`src/rtl/gol_pkg.sv`:
```
// Shared constants and the scan FSM state type for the game-of-life display path.
package gol_pkg;
    localparam int GRID_W = 64;
    localparam int ROWS   = 8;
    localparam int COLS   = 8;
    localparam int CNT_W  = 7;

    typedef enum logic [1:0] {
        IDLE,
        SCAN,
        BLANK
    } scan_state_t;
endpackage

```
`src/rtl/popcount64.sv`:
```
// Combinational population count of a 64-bit grid; 7-bit result covers 0..64.
module popcount64
    import gol_pkg::*;
(
    input  logic [GRID_W-1:0] i_bits,
    output logic [CNT_W-1:0]  o_count
);
    logic [CNT_W-1:0] w_sum;

    always_comb begin
        w_sum = '0;
        for (int unsigned i = 0; i < GRID_W; i++) begin
            w_sum = w_sum + CNT_W'(i_bits[i]);
        end
    end

    assign o_count = w_sum;
endmodule

```
`src/rtl/grid_display_scan.sv`:
```
// Accepts one 8x8 grid snapshot and scans it row-by-row onto a multiplexed LED
// matrix with per-row dwell, a blanking cycle between rows, and a frame_done pulse.
module grid_display_scan
    import gol_pkg::*;
#(
    parameter int DWELL_CYCLES   = 4,
    parameter int FRAMES_PER_GEN = 2
) (
    input  logic              clk,
    input  logic              reset,
    input  logic [GRID_W-1:0] grid,
    input  logic              grid_valid,
    output logic              grid_ready,
    output logic [ROWS-1:0]   row_sel,
    output logic [COLS-1:0]   col_data,
    output logic [CNT_W-1:0]  live_count,
    output logic              frame_done
);
    localparam int DW_W = (DWELL_CYCLES > 1) ? $clog2(DWELL_CYCLES) : 1;
    localparam int FR_W = (FRAMES_PER_GEN > 1) ? $clog2(FRAMES_PER_GEN) : 1;
    localparam logic [DW_W-1:0] DWELL_LAST = DW_W'(DWELL_CYCLES - 1);
    localparam logic [FR_W-1:0] FRAME_LAST = FR_W'(FRAMES_PER_GEN - 1);
    localparam logic [2:0]      ROW_LAST   = 3'(ROWS - 1);

    scan_state_t       r_state;
    logic [2:0]        r_row;
    logic [DW_W-1:0]   r_dwell;
    logic [FR_W-1:0]   r_frame;
    logic [GRID_W-1:0] r_snap;
    logic [ROWS-1:0]   r_row_sel;
    logic [COLS-1:0]   r_col_data;
    logic [CNT_W-1:0]  r_live_count;
    logic              r_frame_done;

    scan_state_t       w_state_next;
    logic [2:0]        w_row_next;
    logic [DW_W-1:0]   w_dwell_next;
    logic [FR_W-1:0]   w_frame_next;
    logic [GRID_W-1:0] w_snap_next;
    logic [CNT_W-1:0]  w_count_next;
    logic              w_done_next;
    logic [ROWS-1:0]   w_row_sel_next;
    logic [COLS-1:0]   w_col_next;
    logic [CNT_W-1:0]  w_pop;

    popcount64 u_popcount (
        .i_bits  (grid),
        .o_count (w_pop)
    );

    always_comb begin
        w_state_next = r_state;
        w_row_next   = r_row;
        w_dwell_next = r_dwell;
        w_frame_next = r_frame;
        w_snap_next  = r_snap;
        w_count_next = r_live_count;
        w_done_next  = 1'b0;
        case (r_state)
            IDLE: begin
                if (grid_valid) begin
                    w_snap_next  = grid;
                    w_count_next = w_pop;
                    w_state_next = SCAN;
                    w_row_next   = '0;
                    w_dwell_next = '0;
                    w_frame_next = '0;
                end
            end
            SCAN: begin
                if (r_dwell == DWELL_LAST) begin
                    w_state_next = BLANK;
                    w_dwell_next = '0;
                    // The final blank of the final frame carries the done pulse.
                    w_done_next  = (r_row == ROW_LAST) && (r_frame == FRAME_LAST);
                end else begin
                    w_dwell_next = r_dwell + 1'b1;
                end
            end
            BLANK: begin
                if (r_row != ROW_LAST) begin
                    w_row_next   = r_row + 1'b1;
                    w_state_next = SCAN;
                end else if (r_frame != FRAME_LAST) begin
                    w_frame_next = r_frame + 1'b1;
                    w_row_next   = '0;
                    w_state_next = SCAN;
                end else begin
                    w_state_next = IDLE;
                end
            end
            default: w_state_next = IDLE;
        endcase

        // Display outputs are registered, so they are decoded from next-state values.
        w_row_sel_next = '0;
        w_col_next     = '0;
        if (w_state_next == SCAN) begin
            w_row_sel_next = ROWS'(1) << w_row_next;
            w_col_next     = w_snap_next[{w_row_next, 3'b000} +: COLS];
        end
    end

    always_ff @(posedge clk) begin
        if (reset) begin
            r_state      <= IDLE;
            r_row        <= '0;
            r_dwell      <= '0;
            r_frame      <= '0;
            r_snap       <= '0;
            r_row_sel    <= '0;
            r_col_data   <= '0;
            r_live_count <= '0;
            r_frame_done <= 1'b0;
        end else begin
            r_state      <= w_state_next;
            r_row        <= w_row_next;
            r_dwell      <= w_dwell_next;
            r_frame      <= w_frame_next;
            r_snap       <= w_snap_next;
            r_row_sel    <= w_row_sel_next;
            r_col_data   <= w_col_next;
            r_live_count <= w_count_next;
            r_frame_done <= w_done_next;
        end
    end

    assign grid_ready = (r_state == IDLE);
    assign row_sel    = r_row_sel;
    assign col_data   = r_col_data;
    assign live_count = r_live_count;
    assign frame_done = r_frame_done;
endmodule

```
`config.mk`:
```
export PLATFORM = sky130hd
export DESIGN_NAME = grid_display_scan
export DESIGN_NICKNAME = d
export VERILOG_FILES = /design/src/rtl/gol_pkg.sv /design/src/rtl/popcount64.sv /design/src/rtl/grid_display_scan.sv
export SDC_FILE = /design/constraint.sdc
export NUM_CORES = 1
export LEC_CHECK = 0
export ABC_CLOCK_PERIOD_IN_PS = 8600
export BUFFER_PORTS_ARGS = -buffer_cell sky130_fd_sc_hd__buf_2
export CORE_MARGIN = 4
export CORE_UTILIZATION = 25
export DETAILED_ROUTE_END_ITERATION = 8
export MAX_ROUTING_LAYER = met4
export PLACE_DENSITY = 0.49
export SETUP_SLACK_MARGIN = 0.02
export SYNTH_ARGS = -nofsm -noshare
export SYNTH_HDL_FRONTEND = slang
export SYNTH_SLANG_ARGS = --single-unit
```
`constraint.sdc`:
```
create_clock -name clk -period 8.6 [get_ports clk]
set_input_delay 0.86 -clock clk [delete_from_list [all_inputs] [get_ports clk]]
set_output_delay 0.86 -clock clk [all_outputs]
set_load 0.02 [all_outputs]
```
==> tab_implementation.tex <==
\begin{tabular}{lr}
\hline
Metric & Value \\
\hline
\multicolumn{2}{l}{\textbf{Die}} \\
\quad Area enclosed by the die boundary & 25400 um\^{}2 \\
\quad Starting density of the core & 25.3\% \\
\quad Overall die width & 160 um \\
\quad Core outline area & 22600 um\^{}2 \\
\quad Std-Cell Rows & 55 \\
\quad Die Span Y & 160 um \\
\quad Boundary Pins & 92 \\
\multicolumn{2}{l}{\textbf{Clock network}} \\
\quad Maximum buffer depth of the clock tree & 2 \\
\quad Number of resized instances in the post-cts repair step & 0 \\
\quad Hold bufs inserted after CTS & 0 \\
\quad Clock net sink count & 96 \\
\quad Post-CTS setup-driven buffer insertion count & 0 \\
\quad Clock tree from TritonCTS & yes \\
\quad Clk\_lat worst skew & 350 ps \\
\quad Clock H-tree levels & 3 \\
\quad Master cell of the clock root buffer & sky130\_fd\_sc\_hd\_\_clkbuf\_16 \\
\quad Total CTS buffers & 9 \\
\quad Clk pin slew, worst setup/hold paths & 70 ps \\
\multicolumn{2}{l}{\textbf{Global routing}} \\
\quad Antenna violations before repair & 2 \\
\quad Pin count of the biggest net entering global routing & 100 \\
\quad Overall Global Routing Usage & 13.9\% \\
\quad Remaining global-route overflow & 0 \\
\quad Via count of the first global-routing pass & 4513 \\
\quad First-pass GRT wire length & 26500 um \\
\multicolumn{2}{l}{\textbf{Timing}} \\
\quad Total Negative Setup Slacks & 0 ps \\
\quad Tightest hold margin & 452 ps \\
\quad Fmax achieved & 146 MHz \\
\quad Worst-case headroom to the max-slew limit & 29.1\% \\
\quad Final number of max-transition violations & 0 \\
\quad Number of failing setup endpoints in the final timing report & 0 \\
\quad Slew at the pin closest to its max-slew limit & 1060 ps \\
\quad Post-route fraction of the period consumed by the critical path & 79.4\% \\
\quad Final number of hold-violating endpoints & 0 \\
\quad Period minus WS final & 6830 ps \\
\quad RSZ-0062 raised after global routing & no \\
\quad Worst-case clock skew & 6.62 ps \\
\multicolumn{2}{l}{\textbf{Placement}} \\
\quad Number of buffers inserted by port buffering & 91 \\
\quad DP Wirelength & 12600 um \\
\quad Placed cell areas & 6430 um\^{}2 \\
\quad Final RePlAce weighted congestion & 0.794 \\
\quad DP Cell Count & 989 \\
\multicolumn{2}{l}{\textbf{Logic synthesis}} \\
\quad Most frequently used flop master after synthesis & sky130\_fd\_sc\_hd\_\_dfxtp\_1 \\
\quad Async set or reset register ratio after synthesis & 0\% \\
\quad Sequential element share of the synthesized area & 33.5\% \\
\quad Flip-flop and latch count after synthesis & 96 \\
\quad Synthesized instance count & 643 \\
\quad Synthesized Nets & 783 \\
\quad Netlist cell types & 48 \\
\quad Number of warning messages in the yosys log & 0 \\
\quad Cell Area, Synth & 5740 um\^{}2 \\
\quad Synthesized area per cell & 8.93 um\^{}2 \\
\quad Number of flops mapped to enable cells by yosys & 0 \\
\multicolumn{2}{l}{\textbf{Status}} \\
\quad Run status & completed \\
\multicolumn{2}{l}{\textbf{Worst setup path}} \\
\quad Crit path max fanout & 3 \\
\quad Required time reported for the critical path endpoint & 8860 ps \\
\quad Setup slack on the worst flop-to-flop path & 5500 ps \\
\quad Critical path endpoint category & flop \\
\quad CP Class & in -> reg \\
\quad Worst path arrival time & 7090 ps \\
\quad Setup crit start kind & input pin \\
\multicolumn{2}{l}{\textbf{Drt}} \\
\quad Number of antenna-violating nets in the routed design & 0 \\
\quad Initial drt markers & 219 \\
\quad Post-route DRC violation count & 0 \\
\quad Detail-routed via count per cell & 4.40 \\
\quad Routed wire length & 16800 um \\
\quad Average wire per cell in the routed design & 16.7 um \\
\quad Detailed-route via count & 4433 \\
\quad Detailed-router iteration count before antenna repair & 4 \\
\multicolumn{2}{l}{\textbf{Cells and area}} \\
\quad Finished layout cell area & 6760 um\^{}2 \\
\quad Filler cell count in the final layout & 2456 \\
\quad Storage element area & 1920 um\^{}2 \\
\quad Final Non-Filler Cells & 1007 \\
\quad Net count reported at finish & 855 \\
\quad Relative area change from synthesis to final layout & 17.9\% \\
\quad Multi-input gate area in the final layout & 3330 um\^{}2 \\
\quad Share of layout cells above drive strength 1 & 18.2\% \\
\quad Leading cell types in the layout, fill and taps excluded & sky130\_fd\_sc\_hd\_\_nand2\_1 (133), sky130\_fd\_sc\_hd\_\_dfxtp\_1 (96), sky130\_fd\_sc\_hd\_\_buf\_2 (91) \\
\quad Most frequent standard cell in the layout excluding fill and tap cells & sky130\_fd\_sc\_hd\_\_nand2\_1 \\
\multicolumn{2}{l}{\textbf{Pwr}} \\
\quad IR Drop Worst-Case VDD & 0.000558 V \\
\quad Pwr per Cell Area & 457 nW/um\^{}2 \\
\quad Final total power & 3090 uW \\
\quad Leak Pwr & 0.00315 uW \\
\multicolumn{2}{l}{\textbf{Min path}} \\
\quad Tightest Hold Check Type & reg -> reg \\
\multicolumn{2}{l}{\textbf{Job}} \\
\quad Max capacitance violation total & 0 \\
\hline
\end{tabular}
==> power by group <==
part | switching [uW] | leakage, uW | internal, uW
sequential | 16.1 | 0.000786 | 480
combinational | 1140 | 0.00220 | 996
clock | 186 | 0.000166 | 271
==> worst max-delay path, cell delays in order <==
cell and delay [ps]:
sky130_fd_sc_hd__buf_2 120, sky130_fd_sc_hd__ha_1 270, sky130_fd_sc_hd__inv_1 40, sky130_fd_sc_hd__fa_1 480, sky130_fd_sc_hd__inv_1 60, sky130_fd_sc_hd__fa_1 410, sky130_fd_sc_hd__fa_1 510, sky130_fd_sc_hd__fa_1 520
sky130_fd_sc_hd__fa_1 520, sky130_fd_sc_hd__fa_1 520, sky130_fd_sc_hd__fa_1 570, sky130_fd_sc_hd__inv_1 60, sky130_fd_sc_hd__fa_1 530, sky130_fd_sc_hd__inv_1 70, sky130_fd_sc_hd__ha_1 280, sky130_fd_sc_hd__nor2b_1 130
sky130_fd_sc_hd__o21a_1 190, sky130_fd_sc_hd__o211a_1 220, sky130_fd_sc_hd__or4_1 460, sky130_fd_sc_hd__a311oi_1 270
==> layout make-up <==
| class | instances | area share, % |
|---|---|---|
| clock inverter | 5 | 1.17 |
| inverter | 89 | 4.94 |
| antenna | 2 | 0.0740 |
| clock buffer | 11 | 3.74 |
| tap | 285 | 5.27 |
| timing repair buffer | 95 | 7.18 |
| sequential | 96 | 28.4 |
| multi-input combinational | 424 | 49.2 |
==> through the flow <==
stage | util, % | setup WS, ps
CTS | 29.9 | 1760
global placement | 28.4 | 1460
detailed placement | 28.4 | 1440
global route | 29.9 | 1520
floorplan | - | 1780
finish | 29.9 | 1770
==> synthesized netlist by cell type (2+ instances only) <==
cell,count,share of area [%]
sky130_fd_sc_hd__nor3b_2,3,0.65
sky130_fd_sc_hd__or3_1,2,0.22
sky130_fd_sc_hd__o21bai_1,2,0.26
sky130_fd_sc_hd__clkbuf_1,24,1.6
sky130_fd_sc_hd__dfxtp_1,96,33
sky130_fd_sc_hd__nor2_1,23,1.5
sky130_fd_sc_hd__a22oi_1,2,0.26
sky130_fd_sc_hd__a211oi_1,4,0.52
sky130_fd_sc_hd__buf_2,4,0.35
sky130_fd_sc_hd__inv_1,89,5.8
sky130_fd_sc_hd__a211o_1,8,1.2
sky130_fd_sc_hd__and4_1,3,0.46
sky130_fd_sc_hd__nor2b_1,4,0.44
sky130_fd_sc_hd__nand3_1,2,0.17
sky130_fd_sc_hd__mux2_1,14,2.7
sky130_fd_sc_hd__nand4_1,7,0.76
sky130_fd_sc_hd__o21ai_1,14,1.2
sky130_fd_sc_hd__a21oi_1,69,6.0
sky130_fd_sc_hd__mux2_2,8,1.6
sky130_fd_sc_hd__fa_1,54,19
sky130_fd_sc_hd__xnor2_1,2,0.31
sky130_fd_sc_hd__nand2_1,134,8.8
sky130_fd_sc_hd__mux2i_1,8,1.4
sky130_fd_sc_hd__nor4_1,2,0.22
sky130_fd_sc_hd__buf_6,4,0.78
sky130_fd_sc_hd__ha_1,19,4.1
sky130_fd_sc_hd__and2_1,8,0.87
sky130_fd_sc_hd__a21o_1,2,0.26
sky130_fd_sc_hd__o21ai_0,11,0.96
sky130_fd_sc_hd__buf_4,2,0.26
sky130_fd_sc_hd__a211oi_4,2,0.70
==> per-layer routing <==
layer	up-vias	wire (um)	GRT usage, %	share of wire (%)
met3	10	702	2.90	4.2
li1	2206	-	-	-
met4	0	175	3.20	1.0
met5	-	0	-	0
met1	2134	7740	18.0	46
met2	83	8200	22.3	49
==> sequential cells by signal, indices dropped and copies added (netlist names) <==
| register | flops |
|---|---|
| r_frame | 1 |
| r_dwell | 2 |
| live_count | 7 |
| r_snap | 64 |
| row_sel | 8 |
| r_row | 3 |
| frame_done | 1 |
| r_state | 2 |
| col_data | 8 |
==> final timing paths <==
path | startpoint | endpoint | depth (start not counted)
max | grid[0] | live_count[5]$_SDFFE_PP0P_ | 20
min | r_snap[19]$_SDFF_PP0_ | r_snap[19]$_SDFF_PP0_ | 2
max reg2reg | r_row[0]$_SDFF_PP0_ | col_data[2]$_SDFF_PP0_ | 7
min reg2reg | r_snap[19]$_SDFF_PP0_ | r_snap[19]$_SDFF_PP0_ | 2
==> kinds of logic (layout without fill, tap and decap cells) <==
| group | Yosys count | count (layout) | synth area share [%] |
|---|---|---|---|
| fa+ha+maj | 73 | 73 | 23.0 |
| mux | 30 | 30 | 5.71 |
| compound gates | 123 | 123 | 13.3 |
| other cells | 0 | 2 | 0 |
| flops | 96 | 96 | 33.5 |
| buf+inv | 123 | 200 | 8.79 |
| simple gates | 196 | 196 | 15.5 |
| xor+xnor | 2 | 2 | 0.305 |
Power figures use the tool's default switching activity.
